File: src/rtl/shift_add_multiplier.sv
// Sequential shift-add multiplier: one multiplier bit per clock, WIDTH-cycle latency.
// Define MULT_SIGNED_EN to add the is_signed port and two's-complement operation.
module shift_add_multiplier #(
  parameter int unsigned WIDTH = 32
) (
  input  logic                 clk,
  input  logic                 reset,
  input  logic                 start,
  input  logic [WIDTH-1:0]     multiplicand,
  input  logic [WIDTH-1:0]     multiplier,
`ifdef MULT_SIGNED_EN
  input  logic                 is_signed,
`endif
  output logic                 busy,
  output logic                 done,
  output logic [2*WIDTH-1:0]   product
);

  localparam int unsigned CntW = $clog2(WIDTH + 1);

  typedef enum logic [1:0] {StIdle, StRun, StDone} state_e;

  state_e               state_q;
  logic [WIDTH-1:0]     a_q;
  logic [WIDTH:0]       acc_q;
  logic [WIDTH-1:0]     mq_q;
  logic [CntW-1:0]      cnt_q;
  logic                 busy_q;
  logic                 done_q;
  logic [2*WIDTH-1:0]   product_q;

  logic [WIDTH-1:0]     a_load;
  logic [WIDTH-1:0]     mq_load;
  logic [WIDTH:0]       sum;
  logic [2*WIDTH-1:0]   prod_raw;
  logic [2*WIDTH-1:0]   prod_final;

`ifdef MULT_SIGNED_EN
  logic sign_q;
  logic sign_load;
  logic neg_a;
  logic neg_b;

  always_comb begin
    neg_a     = is_signed & multiplicand[WIDTH-1];
    neg_b     = is_signed & multiplier[WIDTH-1];
    // Magnitude of the most negative value still fits WIDTH unsigned bits.
    a_load    = neg_a ? -multiplicand : multiplicand;
    mq_load   = neg_b ? -multiplier : multiplier;
    sign_load = neg_a ^ neg_b;
  end
`else
  always_comb begin
    a_load  = multiplicand;
    mq_load = multiplier;
  end
`endif

  always_comb begin
    // acc_q[WIDTH] is always zero here; the carry lives in sum[WIDTH].
    sum      = acc_q + (mq_q[0] ? {1'b0, a_q} : '0);
    prod_raw = {sum, mq_q[WIDTH-1:1]};
`ifdef MULT_SIGNED_EN
    prod_final = sign_q ? -prod_raw : prod_raw;
`else
    prod_final = prod_raw;
`endif
  end

  always_ff @(posedge clk or negedge reset) begin
    if (!reset) begin
      state_q   <= StIdle;
      a_q       <= '0;
      acc_q     <= '0;
      mq_q      <= '0;
      cnt_q     <= '0;
      busy_q    <= 1'b0;
      done_q    <= 1'b0;
      product_q <= '0;
`ifdef MULT_SIGNED_EN
      sign_q    <= 1'b0;
`endif
    end else begin
      done_q <= 1'b0;
      unique case (state_q)
        StIdle, StDone: begin
          if (start) begin
            a_q     <= a_load;
            acc_q   <= '0;
            mq_q    <= mq_load;
            cnt_q   <= CntW'(WIDTH);
            busy_q  <= 1'b1;
            state_q <= StRun;
`ifdef MULT_SIGNED_EN
            sign_q  <= sign_load;
`endif
          end else begin
            state_q <= StIdle;
          end
        end
        StRun: begin
          acc_q <= {1'b0, sum[WIDTH:1]};
          mq_q  <= {sum[0], mq_q[WIDTH-1:1]};
          cnt_q <= cnt_q - CntW'(1);
          if (cnt_q == CntW'(1)) begin
            product_q <= prod_final;
            busy_q    <= 1'b0;
            done_q    <= 1'b1;
            state_q   <= StDone;
          end
        end
        default: begin
          busy_q  <= 1'b0;
          state_q <= StIdle;
        end
      endcase
    end
  end

  assign busy    = busy_q;
  assign done    = done_q;
  assign product = product_q;

endmodule
File: config.mk
export PLATFORM = sky130hd
export DESIGN_NAME = shift_add_multiplier
export DESIGN_NICKNAME = d
export VERILOG_FILES = /design/src/rtl/shift_add_multiplier.sv
export SDC_FILE = /design/constraint.sdc
export NUM_CORES = 1
export LEC_CHECK = 0
export CORE_MARGIN = 3
export CORE_UTILIZATION = 40
export CTS_BUF_LIST = sky130_fd_sc_hd__clkbuf_2 sky130_fd_sc_hd__clkbuf_4 sky130_fd_sc_hd__clkbuf_8
export DETAILED_ROUTE_END_ITERATION = 10
export PLACE_DENSITY_LB_ADDON = 0.08
export RECOVER_POWER = 100
export SYNTH_ARGS = -nofsm -noshare
export SYNTH_HDL_FRONTEND = slang
export SYNTH_SLANG_ARGS = --single-unit
File: constraint.sdc
create_clock -name clk -period 2.7 [get_ports clk]
set_clock_uncertainty 0.1 [all_clocks]
set_input_delay 0.54 -clock clk [delete_from_list [all_inputs] [get_ports clk]]
set_output_delay 0.54 -clock clk [all_outputs]
set_load 0.01 [all_outputs]
==> After elaboration in Yosys (flattened, before gate mapping) <==
Index checks and enable logic that the tools add are counted.
{ "totals": {"regBits": 171, "latch_bits": 0, "ramBits": 0, "romBits": 0, "in_bits": 67, "output_inout_bits": 66, "wordCells": 37, "memories": 0} }
{ "classes": {"n_addsub": 2, "mul": 0, "n_div": 0, "n_lt_le_gt_ge": 0, "n_eq_ne": 5, "n_shift": 0, "muxes": 15, "bitwise_logic": 0, "n_reduce_logical": 7} }
{ "ops": {"columns": ["operator", "n"], "rows": [
  ["$pmux W33 S2", 1],
  ["$mux W32", 2],
  ["$pmux W32 S2", 1],
  ["$add A33 B32 Y33", 1],
  ["$mux W33", 1],
  ["$pmux W6 S2", 1],
  ["$reduce_and A2 Y1", 4],
  ["$eq A6 B1 Y1 const B", 1],
  ["$mux W6", 1],
  ["$sub A6 B1 Y6 const B", 1],
  ["$mux W1", 5],
  ["$ne A2 B2 Y1 const B", 2],
  ["$pmux W2 S2", 1],
  ["$eq A2 B1 Y1 const B", 1],
  ["$eq A2 B2 Y1 const B", 1],
  ["$logic_not A2 Y1", 1],
  ["$mux W2", 1],
  ["$pmux W1 S2", 1],
  ["$reduce_bool A2 Y1", 1],
  ["$reduce_or A2 Y1", 1]
]} }

==> Depth between registers and ports, before layout <==
Gate-level depths: netlist of the first run.
{ "depth": {"ltp_word": 4, "mapped_depth": 12, "mapped_depth_nobuf": 12} }

==> Worst setup path after synthesis of the first run <==
Ideal clock, no wire load.
{ "synth_timing": {"kind": "reg2reg", "start": "reg mq_q[0]", "end": "reg product_q[61] (netlist: product[61])", "t_arrival_ns": 2.635, "required_ns": 2.475, "path_slack_ns": -0.160, "stages_incl_launch_ff": 12, "period_less_slack_ns": 2.860, "path_cell_list": "dfrtp_1 clkbuf_1 and2_1 ha_1 and2_4 and3_1 o211a_1 a31oi_1 o211ai_1 a311oi_2 xnor2_1 mux2_2"} }
{ "synth_via": {"elab_chain_len": 2} }
{ "synth_lines": {"columns": ["item", "line_no", "rtl"], "rows": [
  ["start: declaration", "26", "logic [WIDTH-1:0] mq_q;"],
  ["start signal: assignment", "90", "mq_q <= mq_load;"],
  ["start signal: assignment", "103", "mq_q <= {sum[0], mq_q[WIDTH-1:1]};"],
  ["$mux W32", "61", "sum = acc_q + (mq_q[0] ? {1'b0, a_q} : '0);"],
  ["$add A33 B32 Y33", "61", null],
  ["end signal: assignment", "106", "product_q <= prod_final;"],
  ["end: declaration", "30", "logic [2*WIDTH-1:0] product_q;"]
]} }
Every way passes these cells.
A chain may end at the register's enable or synchronous reset.

==> Worst setup path in the final report of the first run <==
{ "layout_timing": {"start": "reg mq_q[0]", "end": "reg product_q[60] (netlist: product[60])"} }
The elaborated chain is that of the path after synthesis.

==> results.txt, run 1 <==
----------------------------------------------------
[Status]
  Outcome ... finished, violations left
  Failing checks ... capacitance limit, slew limit, setup timing

[GRT]
  Maximum number of pins on one net before global-route repair ... 66
  Sum of overflow across all layers after global routing ... 0
  Wire length of the first global-routing pass ... 38,700 µm
  Antenna violations before repair ... 0
  Vias in the first global route ... approximately 7.6k
  Global-route usage over all layers ... 21.3%

[Yosys]
  Asr flop ratio synth ... 100%
  EDFF count, synth ... 0
  Post-synthesis instance area ... 0.00849 mm²
  Synthesized area divided by synthesized cell count ... a little over 9 µm²
  Most used flip-flop cell after synthesis ... sky130_fd_sc_hd__dfrtp_1
  Total of flip-flops plus latches after synthesis ... 170
  Number of distinct library cell variants in the gate-level netlist after synthesis ... 70
  Warnings, synthesis ... 0
  Post-synthesis sequential area ratio ... 50.1%
  Post-Syn Nets ... 1,032
  Number of instances in the synthesized netlist ... 930

[Worst setup path]
  Element type at the critical path end ... flip-flop
  Largest fanout on the critical path ... 6
  Worst reg2reg endpoint ... product[60]
  Endpoint required time on the critical path ... 2.97 ns
  Largest stage delay, worst path ... approximately 0.48 ns
  Worst setup startpoint ... mq_q[0]
  Register-to-Register Setup Slack ... -0.24 ns
  Cell with the largest stage delay on the worst path ... sky130_fd_sc_hd__dfrtp_2
  Cell breakdown of the critical path ... buf_6, and2_4, ha_4, buf_6, a21oi_4, buf_4, buf_4, nor2_1, o31a_1, a211o_1, a31oi_1, xnor2_1, mux2_2
  Signal arrival time at the worst endpoint ... 3.21 ns
  Startpoint of the lowest-slack register-to-register path ... mq_q[0]
  Crit path launch type ... flip-flop
  Category of the most critical setup path ... reg2reg
  Reg2Reg Depth ... 13

[Power and ir drop]
  Maximum vdd ir drop ... 0.493 mV
  PD cells ... around 1300 mW/mm²
  PnR Total Power ... around 15,000 µW
  Leakage power of the design ... 0.00592 µW

[Drt]
  Number of iterations in the first detailed-routing pass ... 5
  Number of design rule violations left after detail routing ... 0
  Average wire per cell in the routed design ... roughly 16 µm
  Violation count after the first detailed-routing iteration ... 324
  Number of nets with antenna violations after routing ... 0
  Via-to-Cell Ratio ... between 5 and 6
  Final routed wirelength across all metal layers ... around 23,000 µm
  Vias after detailed routing ... 7,283

[Hold path]
  Critical hold path startpoint ... product[41]
  Hold Path Class ... reg2reg
  WHS Path Cells ... 2
  Hold Path Sink ... product[41]

[Placed design]
  Worst slack at placement ... -0.467 ns
  Port Buffers ... ~130
  Final estimated routing congestion in global placement ... 0.878
  Final HPWL from detailed placement ... 16,200 µm

[CTS]
  Inserted Clock Buffers ... 17
  Clock-pin slew on the worst setup and hold paths ... 0.10 ns
  Count of clock tree sinks ... 170
  CTS tree ... done
  Root buf cell ... sky130_fd_sc_hd__clkbuf_8
  Clock buffer depth ... 2
  CTS H-Tree Depth ... 4
  Insertion delay of the later-clocked pin in the worst-skew pair ... 0.47 ns

[Final layout]
  Area of the multi-input gates ... between 0.004 and 0.005 mm²
  Layout cells sized above 1 ... 21.1%
  Area grow syn2layout ... 40.1%
  Antenna fix cells ... 0
  Sequential cell area ... 0.00426 mm²
  Share of the core filled with cells ... 57.8%
  Nets@finish ... 1,249
  Fill cell instance count of the final layout ... roughly 1.9k

[Timing]
  Post-layout min period ... 2.94 ns
  Smallest setup slack after layout ... -0.243 ns
  RSZ-0062 raised after global routing ... true
  Relative slew slack ... -10.8%
  Final Max Slew Viols ... 97
  Fmax ... 0.340 GHz
  Count of endpoints failing hold in the final timing report ... 0
  Count of endpoints failing setup in the final report ... 33
  Worst-case hold slack ... around 0.37 ns
  Setup TNS Final ... -4.16 ns
  Least-Margin Pin Slew ... around 1.7 ns
  Final worst-path cycle share ... 109%

[Run]
  Max-cap check violation count ... 2

[Die]
  Effective utilization at floorplan ... 41.3%
  Row count ... 52
  Horizontal die dimension ... 152 µm
  Core footprint ... slightly above 0.02 mm²
  Height of the die ... 152 µm
  I/O pins ... 133
  Die ar. ... 0.0230 mm²

----------------------------------------------------
==> synth_stat cells, drive strengths merged (8+ instances only) <==
master  count  area (µm²)
xnor2      22         193
nor2       17        63.8
mux2        9         105
and2       34         215
a22o       24         211
buf        15        63.8
clkbuf     35         131
ha         34         425
inv        10        37.5
nand2     342        1280
a21o       17         128
nand4       8        50.1
o21ai      25         125
a21oi      30         154
dfrtp     170        4250
a22oi      32         240
nand3      17        85.1
==> power breakdown <==
part           total [µW]  internal, µW  switching, µW  leakage, µW
Sequential           4520          3750            773      0.00213
Clock                2000           894           1110     0.000227
Combinational        8400          4110           4290      0.00357
Total               14900          8750           6180      0.00592
==> area by class of cell <==
cell class / instances / area share, %
clock buffers: 17 / 1.97
clock inverters: 15 / 1.86
inverters: 11 / 0.347
multi-input cells: 699 / 38.5
flip-flops and latches: 170 / 35.8
well taps: 270 / 2.84
repair buffers: 248 / 18.7
==> cells in the final DEF (no fill, tap or decap), types with 5 or more instances in the layout <==
| master | Yosys | final |
|---|---|---|
| sky130_fd_sc_hd__clkdlybuf4s50_1 | 0 | 64 |
| sky130_fd_sc_hd__mux2_2 | 8 | 6 |
| sky130_fd_sc_hd__clkinv_8 | 0 | 5 |
| sky130_fd_sc_hd__nand3_1 | 17 | 13 |
| sky130_fd_sc_hd__a22o_1 | 23 | 23 |
| sky130_fd_sc_hd__dfrtp_1 | 170 | 169 |
| sky130_fd_sc_hd__ha_4 | 0 | 9 |
| sky130_fd_sc_hd__a21oi_1 | 29 | 20 |
| sky130_fd_sc_hd__nor3_1 | 7 | 6 |
| sky130_fd_sc_hd__and2_1 | 33 | 30 |
| sky130_fd_sc_hd__a22oi_1 | 32 | 32 |
| sky130_fd_sc_hd__dlygate4sd3_1 | 0 | 68 |
| sky130_fd_sc_hd__xnor2_1 | 22 | 14 |
| sky130_fd_sc_hd__nand2_1 | 342 | 338 |
| sky130_fd_sc_hd__inv_1 | 10 | 10 |
| sky130_fd_sc_hd__a21oi_2 | 1 | 9 |
| sky130_fd_sc_hd__o21ai_0 | 25 | 17 |
| sky130_fd_sc_hd__ha_1 | 34 | 22 |
| sky130_fd_sc_hd__xnor2_2 | 0 | 8 |
| sky130_fd_sc_hd__nor2_1 | 17 | 14 |
| sky130_fd_sc_hd__clkbuf_8 | 0 | 18 |
| sky130_fd_sc_hd__buf_6 | 0 | 9 |
| sky130_fd_sc_hd__buf_4 | 2 | 99 |
| sky130_fd_sc_hd__a21o_1 | 17 | 17 |
| sky130_fd_sc_hd__o21ai_1 | 0 | 5 |
| sky130_fd_sc_hd__nand4_1 | 8 | 8 |
==> state kept, by name, indices dropped and copies added (netlist names) <==
signal	count
product	64
a_q	32
acc_q	32
mq_q	32
cnt_q	6
state_q	2
busy	1
done	1
==> worst max path at each step <==
stage / endpoint / slack (ns) / cells after the start
after floorplan: product[54] / -0.09 / 12
after global placement: product[53] / -0.41 / 12
after detailed placement: product[53] / -0.47 / 12
after CTS: product[61] / -0.24 / 12
after global routing: product[54] / -0.38 / 13
final: product[60] / -0.24 / 13
==> stage by stage <==
| step | instance area [µm²] | cells |
|---|---|---|
| CTS | 11700 | 1426 |
| finish | 11900 | 1430 |
| floorplan | 8550 | 930 |
| detailed placement | 10800 | 1383 |
| global placement | 10800 | 1383 |
| global route | 11900 | 1430 |
==> timing repair <==
| action | CTS | global route |
|---|---|---|
| setup endpoints to repair | 40 | 41 |
| cloned | 0 | 0 |
| hold buffers | 1 | 0 |
| endpoints found under the hold margin | 27 | 0 |
| pin swaps | 38 | 15 |
| buffers inserted | 10 | 5 |
| resized for setup | 67 | 39 |
==> per-layer routing <==
metal  GRT usage, %  part of all wire (%)
met5              0                     0
met4           5.39                   1.6
met2           35.7                    49
met3           5.68                   5.2
met1           27.4                    44
==> cells by family after synthesis <==
logic type / share of synthesized area [%]
and+or+nand+nor: 23.1
DFF: 50.1
buffers and inverters: 2.79
xor gates and xnor gates: 2.79
adders and majority gates: 5.25
muxes: 1.36
AOI/OAI and AO/OA: 14.6
==> critical path: cells and delay by family, from the launching register on <==
family          cells  cell delay (ns)
compound gates      4             0.99
flops               1             0.48
buf+inv             4             0.48
mux                 1             0.27
fa+ha+maj           1             0.24
simple gates        2             0.17
xor+xnor            1             0.11
(Power assumes the default switching activity.)
==> run 2, diff against run 1 <==
SETUP_SLACK_MARGIN = 0.02   (was default)
==> run 2 against run 1 <==
The flow still finishes with violations (capacitance limit, slew limit, setup timing). Sequential share of layout area is 0.38 points lower. Via count rose by 0.89%. Global-route usage up 0.22 points. Fmax shrank 2.3%. Die area is the same. Clock power decreased by 4%. First-iteration DRC count up 22%. Non-clock buffer count grew 5. Utilization increased by 0.61 points. Routed wire length increased by 2.2%. Flip-flop and latch count unchanged. Worst setup slack worse by 0.069 ns. Largest cell class unchanged.
==> results.txt, run 2 (same netlist as run 1, synthesis figures left out) <==
----------------------------------------------------
[Timing]
  Smallest setup slack after layout ... -0.312 ns (was -0.243 ns)
  Worst-case hold slack ... 0.368 ns (was 0.372 ns)
  Post-layout min period ... 3.01 ns (was 2.94 ns)
  Final worst-path cycle share ... 112% (was 109%)
  Final Max Slew Viols ... 66 (was 97)
  Fmax ... 0.332 GHz (was 0.340 GHz)
  Count of endpoints failing setup in the final report ... 33 (unchanged)
  RSZ-0062 raised after global routing ... true (unchanged)
  Count of endpoints failing hold in the final timing report ... 0 (unchanged)
  Relative slew slack ... -0.787% (was -10.8%)
  Least-Margin Pin Slew ... 1.51 ns (was 1.66 ns)

[GRT]
  Antenna violations before repair ... 1 (was 0)
  Maximum number of pins on one net before global-route repair ... 66 (unchanged)
  Wire length of the first global-routing pass ... 38,900 µm (was 38,700 µm)
  Sum of overflow across all layers after global routing ... 0 (unchanged)
  Global-route usage over all layers ... 21.5% (was 21.3%)
  Vias in the first global route ... 7,577 (was 7,580)

[Final layout]
  Fill cell instance count of the final layout ... 1,839 (was 1,881)
  Nets@finish ... 1,254 (was 1,249)
  Antenna fix cells ... 0 (unchanged)
  Leading cell type in the layout, fill and taps excluded ... sky130_fd_sc_hd__nand2_1 (unchanged)
  Area grow syn2layout ... 41.6% (was 40.1%)
  Non-filler cells in the finished layout ... 1,435 (was 1,430)
  Non-Filler Cell Area, Final ... 0.0120 mm² (was 0.0119 mm²)
  Max FFs per register ... 64 (unchanged)
  Layout cells sized above 1 ... 22.4% (was 21.1%)
  Share of the core filled with cells ... 58.5% (was 57.8%)
  Commonest cells after routing, fill and taps aside ... sky130_fd_sc_hd__nand2_1 (339), sky130_fd_sc_hd__dfrtp_1 (169), sky130_fd_sc_hd__buf_4 (96), sky130_fd_sc_hd__dlygate4sd3_1 (68), sky130_fd_sc_hd__clkdlybuf4s50_1 (64) (was sky130_fd_sc_hd__nand2_1 (338), sky130_fd_sc_hd__dfrtp_1 (169), sky130_fd_sc_hd__buf_4 (99), sky130_fd_sc_hd__dlygate4sd3_1 (68), sky130_fd_sc_hd__clkdlybuf4s50_1 (64))

[Drt]
  Number of nets with antenna violations after routing ... 0 (unchanged)
  Number of design rule violations left after detail routing ... 0 (unchanged)
  Vias after detailed routing ... 7,348 (was 7,283)
  Average wire per cell in the routed design ... 16.7 µm (was 16.4 µm)
  Final routed wirelength across all metal layers ... 24,000 µm (was 23,400 µm)
  Violation count after the first detailed-routing iteration ... 394 (was 324)
  Via-to-Cell Ratio ... 5.12 (was 5.09)
  Number of iterations in the first detailed-routing pass ... 6 (was 5)

[Worst setup path]
  Top cell by count, worst path ... sky130_fd_sc_hd__buf_4
  Signal arrival time at the worst endpoint ... 3.26 ns (was 3.21 ns)
  Largest fanout on the critical path ... 6 (unchanged)
  Crit path launch type ... flip-flop (unchanged)
  Category of the most critical setup path ... reg2reg (unchanged)
  Register-to-Register Setup Slack ... -0.31 ns (was -0.24 ns)
  Startpoint of the lowest-slack register-to-register path ... mq_q[0] (unchanged)
  Cell with the largest stage delay on the worst path ... sky130_fd_sc_hd__dfrtp_2 (unchanged)
  Critical path buffers and inverters ... 4 (unchanged)
  Worst reg2reg endpoint ... product[56] (was product[60])
  Reg2Reg Depth ... 13 (unchanged)
  Largest stage delay, worst path ... 0.45 ns (was 0.48 ns)
  Element type at the critical path end ... flip-flop (unchanged)
  Top cell family by delay on the critical path ... compound AO/OA/AOI/OAI gates (unchanged)
  Cell breakdown of the critical path ... buf_4, buf_12, and2_4, ha_4, buf_6, buf_4, nand3_4, nor2_4, o31a_1, a211o_1, a21oi_2, xnor2_2, mux2_4 (was buf_6, and2_4, ha_4, buf_6, a21oi_4, buf_4, buf_4, nor2_1, o31a_1, a211o_1, a31oi_1, xnor2_1, mux2_2)
  Endpoint required time on the critical path ... 2.95 ns (was 2.97 ns)

[Power and ir drop]
  Switching Power ... 6300 µW (was 6180 µW)
  Share of total power in sequential cells ... 29.9% (was 30.3%)
  Internal Power ... 8830 µW (was 8750 µW)
  PnR Total Power ... 15,100 µW (was 14,900 µW)
  Leakage power of the design ... 0.00596 µW (was 0.00592 µW)
  Switching portion of total power ... 41.6% (was 41.4%)
  PD cells ... 1260 mW/mm² (about the same)
  Clk network pwr share ... 12.7% (was 13.4%)
  Logic pwr share ... 57.4% (was 56.3%)
  Maximum vdd ir drop ... 0.486 mV (was 0.493 mV)

[Status]
  Outcome ... finished, violations left (unchanged)
  Failing checks ... capacitance limit, slew limit, setup timing (unchanged)

[Die]
  Height of the die ... 152 µm (unchanged)
  Horizontal die dimension ... 152 µm (unchanged)
  Effective utilization at floorplan ... 41.3% (unchanged)
  Row count ... 52 (unchanged)
  Die ar. ... 0.0230 mm² (unchanged)
  Core footprint ... 0.0206 mm² (unchanged)
  I/O pins ... 133 (unchanged)

[Hold path]
  Critical hold path startpoint ... product[47] (was product[41])
  WHS Path Cells ... 2 (unchanged)
  Hold Path Sink ... product[47] (was product[41])
  Hold Path Class ... reg2reg (unchanged)

[CTS]
  CTS H-Tree Depth ... 4 (unchanged)
  Clock buffer depth ... 2 (unchanged)
  CTS tree ... done (unchanged)
  Inserted Clock Buffers ... 17 (unchanged)
  Insertion delay of the later-clocked pin in the worst-skew pair ... 0.48 ns (was 0.47 ns)
  Clock-pin slew on the worst setup and hold paths ... 0.10 ns (about the same)
  Count of clock tree sinks ... 170 (unchanged)
  Root buf cell ... sky130_fd_sc_hd__clkbuf_8 (unchanged)

[Run]
  Max-cap check violation count ... 1 (was 2)

[Placed design]
  Port Buffers ... 132 (unchanged)
  Final estimated routing congestion in global placement ... 0.873 (was 0.878)
  Area post-placement ... 0.0109 mm² (was 0.0108 mm²)
  Placed Instances ... 1,382 (was 1,383)
  Final HPWL from detailed placement ... 15,900 µm (was 16,200 µm)

----------------------------------------------------
run 2: cell types whose count changed in the layout (fill, tap and decap cells not counted), sizes merged:
cell | before | now
clkbuf | 24 | 28
bufinv | 2 | 1
buf | 109 | 111
run 2: how the worst max path moves through the flow:
stage             from     endpoint  slack (ns)  cells after the start
6_report       mq_q[0]  product[56]       -0.31                     13
5_1_grt        mq_q[0]  product[61]       -0.41                     12
4_1_cts        mq_q[0]  product[54]       -0.29                     12
3_5_place_dp   mq_q[0]  product[61]       -0.36                     13
3_3_place_gp   mq_q[0]  product[61]       -0.30                     13
2_1_floorplan  mq_q[0]  product[54]       -0.09                     12
run 2: area by class of cell:
type | instances | area [µm²] | area share [%]
Tap cell | 270 | 338 | 2.81
Clock inverter | 14 | 174 | 1.45
Inverter | 11 | 41.3 | 0.344
Multi-Input combinational cell | 699 | 4670 | 38.8
Sequential cell | 170 | 4260 | 35.4
Timing Repair Buffer | 253 | 2300 | 19.1
Clock buffer | 18 | 248 | 2.06
run 2: power by group through the flow:
stage / Combinational (µW) / Clock (µW) / Sequential [µW]
after floorplan: 4330 / 0 / 4560
after global placement: 7570 / 0 / 4550
after detailed placement: 7680 / 0 / 4530
after CTS: 8390 / 1980 / 4560
after global routing: 9550 / 2100 / 4700
final: 8680 / 1920 / 4520
run 2: tightest hold or removal path, delay by kind of cell (launching register included):
kind          cells  cell delay [ns]
simple gates      2             0.10
flops             1             0.35
run 2: per-layer routing:
metal  vias up  track usage [%]  share of wire (%)
met5         -                0              0.054
met4         2             6.38                2.2
met3        38             5.35                4.9
met2       175             35.1                 48
met1      3532             28.4                 44
li1       3601                -                  -
run 2: metrics by stage:
stage / setup WS, ns / TNS, ns
detailed placement: -0.361 / -6.71
finish: -0.312 / -5.38
floorplan: -0.0932 / -0.182
global placement: -0.304 / -5.50
global route: -0.410 / -11.97
CTS: -0.289 / -3.91
run 2: what timing repair did:
action                                  4_1_cts  5_1_grt
gates resized for setup                      74       51
endpoints found under the hold margin        50        0
gates cloned                                  1        0
buffers inserted                             15        9
endpoints found under the setup margin       37       45
hold buffers                                  1        0
pin swaps                                    21       30
==> run 3, diff against run 2 <==
DONT_BUFFER_PORTS = 1   (was default)
==> run 3 against run 2 <==
The flow finishes with violations (hold timing, capacitance limit, slew limit, setup timing). Fmax increased by 0.87%. Sequential share of layout area increased by 4.3 points. Register-to-register slack improved by 0.03 ns. Combinational power decreased by 10%. Routed wire length decreased by 0.37%. Count of clock-buffer cells in the layout decreased by 1. Worst hold slack got worse by 0.71 ns. Total power decreased by 3.9%.
==> results.txt, run 3 (same netlist as run 1, synthesis figures left out) <==
----------------------------------------------------
[Drt]
  Average wire per cell in the routed design ... 18.4 µm (was 16.7 µm)
  Number of nets with antenna violations after routing ... 0 (unchanged)
  Vias after detailed routing ... 6,898 (was 7,348)
  Number of design rule violations left after detail routing ... 0 (unchanged)
  Number of iterations in the first detailed-routing pass ... 5 (was 6)
  Via-to-Cell Ratio ... 5.30 (was 5.12)
  Final routed wirelength across all metal layers ... 23,900 µm (was 24,000 µm)
  Violation count after the first detailed-routing iteration ... 413 (was 394)

[Worst setup path]
  Endpoint required time on the critical path ... 2.95 ns (about the same)
  Largest fanout on the critical path ... 12 (was 6)
  Element type at the critical path end ... flip-flop (unchanged)
  Category of the most critical setup path ... reg2reg (unchanged)
  Crit path launch type ... flip-flop (unchanged)
  Signal arrival time at the worst endpoint ... 3.24 ns (was 3.26 ns)

[Power and ir drop]
  Leakage power of the design ... 0.00531 µW (was 0.00596 µW)
  PnR Total Power ... 14,500 µW (was 15,100 µW)
  PD cells ... 1360 mW/mm² (was 1260 mW/mm²)
  Maximum vdd ir drop ... 0.516 mV (was 0.486 mV)

[Placed design]
  Final estimated routing congestion in global placement ... 0.900 (was 0.873)
  Port Buffers ... 0 (was 132)
  Final HPWL from detailed placement ... 16,000 µm (was 15,900 µm)
  Placed Instances ... 1,252 (was 1,382)

[GRT]
  Wire length of the first global-routing pass ... 37,900 µm (was 38,900 µm)
  Global-route usage over all layers ... 20.9% (was 21.5%)
  Antenna violations before repair ... 0 (was 1)
  Sum of overflow across all layers after global routing ... 0 (unchanged)
  Vias in the first global route ... 7,210 (was 7,577)
  Maximum number of pins on one net before global-route repair ... 171 (was 66)

[Timing]
  Fmax ... 0.335 GHz (was 0.332 GHz)
  Final Max Slew Viols ... 132 (was 66)
  Count of endpoints failing hold in the final timing report ... 170 (was 0)
  Worst-case hold slack ... -0.345 ns (was 0.368 ns)
  Final worst-path cycle share ... 111% (was 112%)
  Least-Margin Pin Slew ... 1.59 ns (was 1.51 ns)
  Count of endpoints failing setup in the final report ... 61 (was 33)
  Relative slew slack ... -5.78% (was -0.787%)
  Smallest setup slack after layout ... -0.286 ns (was -0.312 ns)
  RSZ-0062 raised after global routing ... true (unchanged)
  Post-layout min period ... 2.99 ns (was 3.01 ns)

[Die]
  Height of the die ... 152 µm (unchanged)
  Horizontal die dimension ... 152 µm (unchanged)
  Effective utilization at floorplan ... 41.3% (unchanged)
  Die ar. ... 0.0230 mm² (unchanged)
  Row count ... 52 (unchanged)
  Core footprint ... 0.0206 mm² (unchanged)
  I/O pins ... 133 (unchanged)

[Final layout]
  Non-filler cells in the finished layout ... 1,301 (was 1,435)
  Nets@finish ... 1,120 (was 1,254)
  Layout cells sized above 1 ... 25.5% (was 22.4%)
  Max FFs per register ... 64 (unchanged)
  Leading cell type in the layout, fill and taps excluded ... sky130_fd_sc_hd__nand2_1 (unchanged)
  Commonest cells after routing, fill and taps aside ... sky130_fd_sc_hd__nand2_1 (339), sky130_fd_sc_hd__dfrtp_1 (169), sky130_fd_sc_hd__buf_4 (100), sky130_fd_sc_hd__a22oi_1 (32), sky130_fd_sc_hd__and2_1 (24) (was sky130_fd_sc_hd__nand2_1 (339), sky130_fd_sc_hd__dfrtp_1 (169), sky130_fd_sc_hd__buf_4 (96), sky130_fd_sc_hd__dlygate4sd3_1 (68), sky130_fd_sc_hd__clkdlybuf4s50_1 (64))
  Area grow syn2layout ... 26.3% (was 41.6%)
  Antenna fix cells ... 0 (unchanged)
  Fill cell instance count of the final layout ... 1,890 (was 1,839)

[CTS]
  Clock buffer depth ... 2 (unchanged)
  Root buf cell ... sky130_fd_sc_hd__clkbuf_8 (unchanged)
  Clock-pin slew on the worst setup and hold paths ... 0.11 ns (was 0.10 ns)
  Inserted Clock Buffers ... 17 (unchanged)
  CTS tree ... done (unchanged)
  CTS H-Tree Depth ... 4 (unchanged)
  Insertion delay of the later-clocked pin in the worst-skew pair ... 0.47 ns (was 0.48 ns)
  Count of clock tree sinks ... 170 (unchanged)

[Hold path]
  Hold Path Class ... in2async (was reg2reg)

[Status]
  Outcome ... finished, violations left (unchanged)
  Failing checks ... hold timing, capacitance limit, slew limit, setup timing (was capacitance limit, slew limit, setup timing)

[Run]
  Max-cap check violation count ... 2 (was 1)

----------------------------------------------------
## run 3: changes by cell type in the layout (fill, tap and decap cells not counted), moves of 3 or more
cell,previous run,this run
sky130_fd_sc_hd__clkdlybuf4s50_1,64,0
sky130_fd_sc_hd__nor2b_2,0,3
sky130_fd_sc_hd__clkbuf_2,6,3
sky130_fd_sc_hd__a31oi_2,3,0
sky130_fd_sc_hd__clkbuf_4,3,0
sky130_fd_sc_hd__buf_4,96,100
sky130_fd_sc_hd__dlygate4sd3_1,68,0
sky130_fd_sc_hd__inv_8,6,3
sky130_fd_sc_hd__a21oi_4,2,5
sky130_fd_sc_hd__clkinv_8,2,5
sky130_fd_sc_hd__a21oi_2,9,6
## run 3: report_power, final
part           leakage, µW  switching [µW]  internal (µW)
logic              0.00298            4020           3760
registers          0.00213            1110           3750
clock network     0.000211            1170            727
total              0.00531            6290           8240
## run 3: worst paths after layout
kind	cells past startpoint	slack [ns]	end	from
max in group asynchronous	0	2.37	product[32]	reset
setup reg to reg	12	-0.29	product[61]	mq_q[0]
setup / recovery	12	-0.29	product[61]	mq_q[0]
hold reg to reg	1	0.38	cnt_q[5]	cnt_q[5]
hold / removal	0	-0.34	product[49]	reset
min in group clk	2	0.06	a_q[18]	multiplicand[18]
## run 3: layer usage
layer  GRT usage (%)  wire length [µm]  vias to the layer above  share of wire (%)
met1            26.9             10400                     3366                 44
met5               0                 0                        -                  0
met3            6.31              1540                       27                6.4
met2            34.1             11500                      179                 48
met4            6.24               430                        0                1.8
li1                -                 -                     3326                  -
## run 3: cell type report
cell class	count	area (µm²)	share of cell area, %
multi-input cells	699	4690	43.8
well taps	270	338	3.15
repair buffers	119	965	9.00
flip-flops and latches	170	4260	39.7
inverters	11	41.3	0.385
clock buffers	17	234	2.18
clock inverters	15	191	1.79
## run 3: worst max-delay path, stage by stage (launching register included)
cell and delay [ns]:
sky130_fd_sc_hd__dfrtp_2 0.46, sky130_fd_sc_hd__buf_12 0.16, sky130_fd_sc_hd__and2_4 0.14, sky130_fd_sc_hd__ha_4 0.21, sky130_fd_sc_hd__a21o_1 0.18, sky130_fd_sc_hd__a21o_1 0.20, sky130_fd_sc_hd__a21o_1 0.21, sky130_fd_sc_hd__a221oi_2 0.26
sky130_fd_sc_hd__o211ai_1 0.12, sky130_fd_sc_hd__buf_4 0.16, sky130_fd_sc_hd__a311oi_4 0.30, sky130_fd_sc_hd__xnor2_2 0.11, sky130_fd_sc_hd__mux2_2 0.26
## run 3: through the flow
stage	hold slack [ns]	worst slack [ns]	instance area (µm²)	setup TNS [ns]	utilization, %
detailed placement	0.149	-0.513	9520	-10.12	46.3
finish	-0.345	-0.286	10700	-7.26	52.1
floorplan	0.144	-0.0932	8570	-0.182	-
global placement	0.150	-0.345	9520	-7.02	46.3
global route	-0.395	-0.412	10700	-18.65	52.1
CTS	-0.379	-0.276	10400	-3.87	50.8
## run 3: what timing repair did
action	4_1_cts	5_1_grt
gates resized for setup	78	53
pin swaps	13	6
setup buffers	10	7
setup endpoints to repair	40	43
hold endpoints to repair	170	170
